**src/rtl/uart_rx_cmd_parser.sv**
```systemverilog
// Assembles SYNC/ADDR/DATA_H/DATA_L/CHK frames from the UART byte stream into register-write commands.
// Optional error statistics counter: define UART_CMD_PARSER_STATS_EN.
module uart_rx_cmd_parser #(
  parameter logic [7:0]  SYNC_BYTE    = 8'hA5,
  parameter int unsigned TIMEOUT_CLKS = 100_000
) (
  input  logic        clk_rx,
  input  logic        rst_clk_rx,
  input  logic [7:0]  rx_data,
  input  logic        rx_data_rdy,
  input  logic        frm_err,
  output logic [7:0]  cmd_addr,
  output logic [15:0] cmd_data,
  output logic        cmd_valid,
  input  logic        cmd_ready,
  output logic        chk_err,
  output logic        to_err,
  output logic        ovr_err
`ifdef UART_CMD_PARSER_STATS_EN
  ,
  input  logic        err_cnt_clr,
  output logic [15:0] err_cnt
`endif
);

  localparam int unsigned     TO_W    = $clog2(TIMEOUT_CLKS);
  localparam logic [TO_W-1:0] TO_LAST = TO_W'(TIMEOUT_CLKS - 1);

  typedef enum logic [2:0] {
    S_IDLE,
    S_ADDR,
    S_DATH,
    S_DATL,
    S_CHK,
    S_HOLD
  } state_t;

  state_t          r_state;
  logic [TO_W-1:0] r_to_cnt;
  logic [7:0]      r_addr;
  logic [7:0]      r_dh;
  logic [7:0]      r_dl;

  logic       w_in_frame;
  logic       w_byte_ok;
  logic       w_to_hit;
  logic       w_abort;
  logic [7:0] w_chk;

  assign w_in_frame = (r_state == S_ADDR) || (r_state == S_DATH) ||
                      (r_state == S_DATL) || (r_state == S_CHK);
  assign w_byte_ok  = rx_data_rdy && !frm_err;
  // A byte arriving in the expiry cycle takes precedence over the timeout.
  assign w_to_hit   = w_in_frame && !rx_data_rdy && (r_to_cnt == TO_LAST);
  assign w_abort    = w_in_frame && ((rx_data_rdy && frm_err) || w_to_hit);
  assign w_chk      = r_addr ^ r_dh ^ r_dl;

  always_ff @(posedge clk_rx or posedge rst_clk_rx) begin
    if (rst_clk_rx) begin
      r_state   <= S_IDLE;
      r_to_cnt  <= '0;
      r_addr    <= '0;
      r_dh      <= '0;
      r_dl      <= '0;
      cmd_addr  <= '0;
      cmd_data  <= '0;
      cmd_valid <= 1'b0;
      chk_err   <= 1'b0;
      to_err    <= 1'b0;
      ovr_err   <= 1'b0;
    end else begin
      chk_err <= 1'b0;
      to_err  <= w_to_hit;
      ovr_err <= 1'b0;

      if (!w_in_frame || rx_data_rdy || w_to_hit) begin
        r_to_cnt <= '0;
      end else begin
        r_to_cnt <= r_to_cnt + TO_W'(1);
      end

      if (w_abort) begin
        r_state <= S_IDLE;
      end

      case (r_state)
        S_IDLE: begin
          if (w_byte_ok && (rx_data == SYNC_BYTE)) begin
            r_state <= S_ADDR;
          end
        end
        S_ADDR: begin
          if (w_byte_ok) begin
            r_addr  <= rx_data;
            r_state <= S_DATH;
          end
        end
        S_DATH: begin
          if (w_byte_ok) begin
            r_dh    <= rx_data;
            r_state <= S_DATL;
          end
        end
        S_DATL: begin
          if (w_byte_ok) begin
            r_dl    <= rx_data;
            r_state <= S_CHK;
          end
        end
        S_CHK: begin
          if (w_byte_ok) begin
            if (rx_data == w_chk) begin
              cmd_addr  <= r_addr;
              cmd_data  <= {r_dh, r_dl};
              cmd_valid <= 1'b1;
              r_state   <= S_HOLD;
            end else begin
              chk_err <= 1'b1;
              r_state <= S_IDLE;
            end
          end
        end
        S_HOLD: begin
          if (rx_data_rdy) begin
            ovr_err <= 1'b1;
          end
          if (cmd_ready) begin
            cmd_valid <= 1'b0;
            r_state   <= S_IDLE;
          end
        end
        default: begin
          r_state <= S_IDLE;
        end
      endcase
    end
  end

`ifdef UART_CMD_PARSER_STATS_EN
  logic w_err_any;

  assign w_err_any = chk_err || to_err || ovr_err;

  always_ff @(posedge clk_rx or posedge rst_clk_rx) begin
    if (rst_clk_rx) begin
      err_cnt <= '0;
    end else if (err_cnt_clr) begin
      err_cnt <= '0;
    end else if (w_err_any && (err_cnt != '1)) begin
      err_cnt <= err_cnt + 16'd1;
    end
  end
`endif

endmodule
```
**config.mk**
```make
export PLATFORM = sky130hd
export DESIGN_NAME = uart_rx_cmd_parser
export DESIGN_NICKNAME = d
export VERILOG_FILES = /design/src/rtl/uart_rx_cmd_parser.sv
export SDC_FILE = /design/constraint.sdc
export NUM_CORES = 1
export LEC_CHECK = 0
export ABC_AREA = 1
export CAP_MARGIN = 20
export CORE_MARGIN = 3
export CORE_UTILIZATION = 30
export CTS_BUF_LIST = sky130_fd_sc_hd__clkbuf_4 sky130_fd_sc_hd__clkbuf_8 sky130_fd_sc_hd__clkbuf_16
export DETAILED_ROUTE_END_ITERATION = 10
export PLACE_DENSITY = 0.51
export SKIP_CTS_REPAIR_TIMING = 1
export SYNTH_ARGS = -nofsm -noshare
export SYNTH_HDL_FRONTEND = slang
export SYNTH_SLANG_ARGS = --single-unit
```
**constraint.sdc**
```tcl
create_clock -name clk_rx -period 2.49 [get_ports clk_rx]
set_input_delay 0.498 -clock clk_rx [delete_from_list [all_inputs] [get_ports clk_rx]]
set_output_delay 0.498 -clock clk_rx [all_outputs]
set_load 0.02 [all_outputs]
```
-- Word level (Yosys, flattened, before mapping)
Cells that the tools add are included.
- output and inout port bits: 28
- logic and storage cells: 66
- input port bits: 13
- register bits: 72
- bitwise gates (word level): 2
- mux-type cells: 19
- eq/ne operators: 11
- reduce and logical (&&, ||, !) cells: 22
- add/subtract/negate cells: 1
- operators with widths (kind ; count):
    $mux 3 ; 8
    $pmux 3 s6 ; 1
    $add 17x1->17 const B ; 1
    $eq 17x17->1 const B ; 1
    $mux 17 ; 1
    $xor 8x8->8 ; 2
    $eq 8x8->1 ; 1
    $eq 8x8->1 const B ; 1
    $mux 1 ; 8
    $eq 3x2->1 const B ; 2
    $eq 3x3->1 const B ; 2
    $logic_and 1x1->1 ; 6
    $logic_or 1x1->1 ; 6
    $reduce_and 2->1 ; 3
    $ne 2x2->1 const B ; 2
    $reduce_and 4->1 ; 1
    $eq 3x1->1 const B ; 1
    $logic_not 1->1 ; 3
    $logic_not 3->1 ; 1
    $reduce_and 3->1 ; 1
    $ne 2x1->1 const B ; 1
    $pmux 1 s2 ; 1
    $reduce_bool 2->1 ; 1

-- Longest topological paths before layout
- depth in word-level cells: 11
- gate-level depth with buffers: 14
- depth with buffers taken out: 13

-- Worst setup path before layout
OpenSTA, ideal clock, no wires.
- path kind: input to register
- start: in rx_data[6]
- end: reg cmd_addr[0]
- slack: 0.930 ns
- arrival: 1.443 ns
- path buffers: 1
- setup time: 0.117 ns
- cell stages on the path: 13
- data required time: 2.373 ns
- path through: inv_1 -> nand2_1 -> nand2_1 -> nor2_1 -> nor2_1 -> nand2_1 -> nor2_2 -> nand2_2 -> inv_4 -> nand2_4 -> buf_6 -> nand2_1 -> nand2_1
- word-level cells in the longest chain between the ends: 2
- RTL lines (what ; line ; RTL):
    start: declaration ; 9 ; input logic [7:0] rx_data,
    $eq 8x8->1 ; 112 ; if (rx_data == w_chk) begin
    $reduce_and 3->1 (no line) ; - ;
    end signal: assignment ; 113 ; cmd_addr <= r_addr;
    end: declaration ; 12 ; output logic [7:0] cmd_addr,
No other way between the ends.
A chain may end at the register's enable or synchronous reset.

-- Final worst setup path
- start: in rx_data[5]
- end: reg cmd_addr[6]
Same word-level chain as after synthesis.

==> flow_summary.ini <==
[synthesis]
synth_cells = 458
synth_area_leader_cell = dfrtp_1
yosys-top-cells-count = 160 x nand2_1, 72 x dfrtp_1, 48 x inv_1, 37 x nor2_1, 34 x nand3_1
synth_seq_area_share_pct = 49.8
synth-async-reset-ratio_pct = 100
avgSynthCellArea_um2 = 7.91
syn_area_um2 = 3620
yosysMostFrequentCell = nand2_1
synthTopCellsByArea = dfrtp_1 50%, nand2_1 17%, inv_1 5.0%
yosys_warnings = 0
ys_types = 35
synth_fp_nets = 472
synth_edf_count = 0
synth_top_area_share_pct = 49.8
synth-main-ff-cell = dfrtp_1
synth-seq-cells = 72

[global_route]
grt_pass1_wl_um = 14200
use_met2_pct = 19.6
antenna_found_initial = 0
met3_usage_pct = 2.14
grt_pass1_vias = 2870
grtUsageTotal_pct = 13.5
grt_max_degree = 33
overflow = 0
gr-usage-met1_pct = 19.7
grt_busiest_layer = met1

[timing]
slew_viol_final = 0
skew_ns = 0.00576
worstMarginPinSlew_ns = 0.536
relSlewSlack_pct = 64.1
finalSetupViolCount = 0
rsz0062_at_grt = no
period_share_pct = 82.8
fin_crit_ns = 2.06
hold_viol_final = 0
finalSetupTns_ns = 0
timing.fmax_mhz = 485

[finish]
fin_cells = 656
syn2layout_area_growth_pct = 25.1
seqCellArea_um2 = 1800
fin_nets = 523
diodes = 0
fill_cells = 1228
multiInputGateArea_um2 = 1550
drive_gt1_share_pct = 9.94

[floorplanning]
rows = 39
die_w_um = 116
start_util_pct = 31.2
ios = 41
fp.coreArea_um2 = 11600
die_y_um = 116
dieArea_um2 = 13400

[power]
peakVddDrop_v = 0.000246
p_per_area_nw_per_um2 = 576
p_leak_nw = 2.16
report.power.total_w = 0.00261

[worst_setup_path]
arrival_ns = 2.33
cp-start-kind = input port
worstPathMaxFanout = 11
end_kind = flip-flop
worstPathRequired_ns = 2.76
path_class = input port to flip-flop

[placed_design]
dp_hpwl_um = 6010
place_congestion = 0.828
numPortBuffers = 40
dp_cells = 641

[cts]
clk-insertion-delay-late_ns = 0.33
clock-root-buffer = clkbuf_16
clkSinkCount = 72
clockBufferDepth = 2
numCtsBuffers = 9
cts_max_level = 3
cts_tree = yes
path_clk_slew_ns = 0.05

[worst_hold_path]
min_path_type = flip-flop to flip-flop

[routing]
wl_um = 8210
drc = 0
firstDrtPassIters = 5
vias = 2970
antenna_left = 0
wl_per_cell_um = 12.5
drt_iter0_drc = 134
vias_per_cell = 4.53

[run_status]
outcome = finished clean

[run]
maxCapViolations = 0
-- power breakdown --
part	total, W	leakage [nW]	switching [W]	internal [W]
combinational	0.000132	1.01	0.0000797	0.0000524
sequential	0.00120	1.00	0.0000133	0.00118
clock	0.00128	0.145	0.000464	0.000817
-- sequential cells by signal (all words and copies together), names as in the netlist --
signal / count
chk_err: 1
cmd_addr: 8
cmd_data: 16
cmd_valid: 1
ovr_err: 1
r_addr: 8
r_dh: 8
r_dl: 8
r_state: 3
r_to_cnt: 17
to_err: 1
-- area by class of cell --
cell class | count | area share (%)
inverter | 52 | 4.37
sequential | 72 | 39.8
clock inverter | 3 | 0.939
tap | 143 | 3.95
clock buffer | 12 | 5.61
multi-input combinational | 324 | 34.3
timing repair buffer | 50 | 11.1
-- worst max-delay path, cell delays in order --
cell	delay, ns
clkdlybuf4s50_1	0.54
inv_1	0.10
nand2_1	0.06
nand2_1	0.06
nand2_1	0.07
inv_1	0.04
nor2_1	0.08
nand2_1	0.09
nor2_2	0.17
nand2_2	0.09
inv_4	0.12
buf_4	0.19
nand3_1	0.12
nand2_1	0.10
-- layer usage --
layer | part of all wire, % | up-vias
met1 | 52 | 1357
li1 | - | 1552
met2 | 43 | 51
met5 | 0 | -
met4 | 1.9 | 0
met3 | 3.2 | 10
-- stage by stage --
step                      setup slack, ns  area [µm²]  hold slack, ns  util, %
final                               0.428        4530           0.464     39.0
after global routing                0.200        4530           0.495     39.0
after CTS                           0.444        4530           0.469     39.0
after detailed placement           0.0973        4230           0.459     36.4
after global placement              0.123        4230           0.455     36.4
after floorplan                     0.167        3620           0.432        -
-- worst paths after layout --
kind,end,cells past startpoint,slack [ns],start
worst max-delay path,cmd_addr[6],14,0.43,rx_data[5]
worst min-delay path,r_to_cnt[0],1,0.46,r_to_cnt[0]
worst max register to register,r_to_cnt[12],7,0.70,r_to_cnt[0]
worst min register to register,r_to_cnt[0],1,0.46,r_to_cnt[0]
max in group asynchronous,cmd_data[11],3,1.43,rst_clk_rx
min in group asynchronous,cmd_addr[4],2,0.49,rst_clk_rx
-- layout by cell type (no fill, tap or decap) --
master / n
nand2_1: 160
dfrtp_1: 72
inv_1: 47
clkdlybuf4s50_1: 40
nor2_1: 37
nand3_1: 34
o21ai_0: 27
nor3_1: 10
clkbuf_16: 9
buf_4: 8
xor2_1: 7
nand4_1: 7
nor2_2: 5
nor3b_1: 5
xnor2_1: 4
inv_2: 4
a21oi_1: 4
nor3_2: 4
nand2_2: 3
nand2_4: 2
nand4_2: 2
a31oi_1: 2
o21bai_1: 2
clkbuf_4: 2
buf_12: 2
or2_1: 1
nor2_4: 1
inv_4: 1
nor2_8: 1
or2_2: 1
nor4_2: 1
and2_1: 1
nor3b_2: 1
o31ai_1: 1
ha_1: 1
clkbuf_8: 1
clkinvlp_4: 1
bufinv_16: 1
clkinv_2: 1
-- cells by family (layout without fill, tap and decap cells) --
kind of cell	Yosys count	after routing	synth area share [%]
and+or+nand+nor	276	276	34.6
DFF	72	72	49.8
adders and majority gates	1	1	0.345
xor gates and xnor gates	11	11	2.66
buffers and inverters	62	117	7.36
AOI/OAI and AO/OA	36	36	5.25
(Power assumes the default switching activity.)
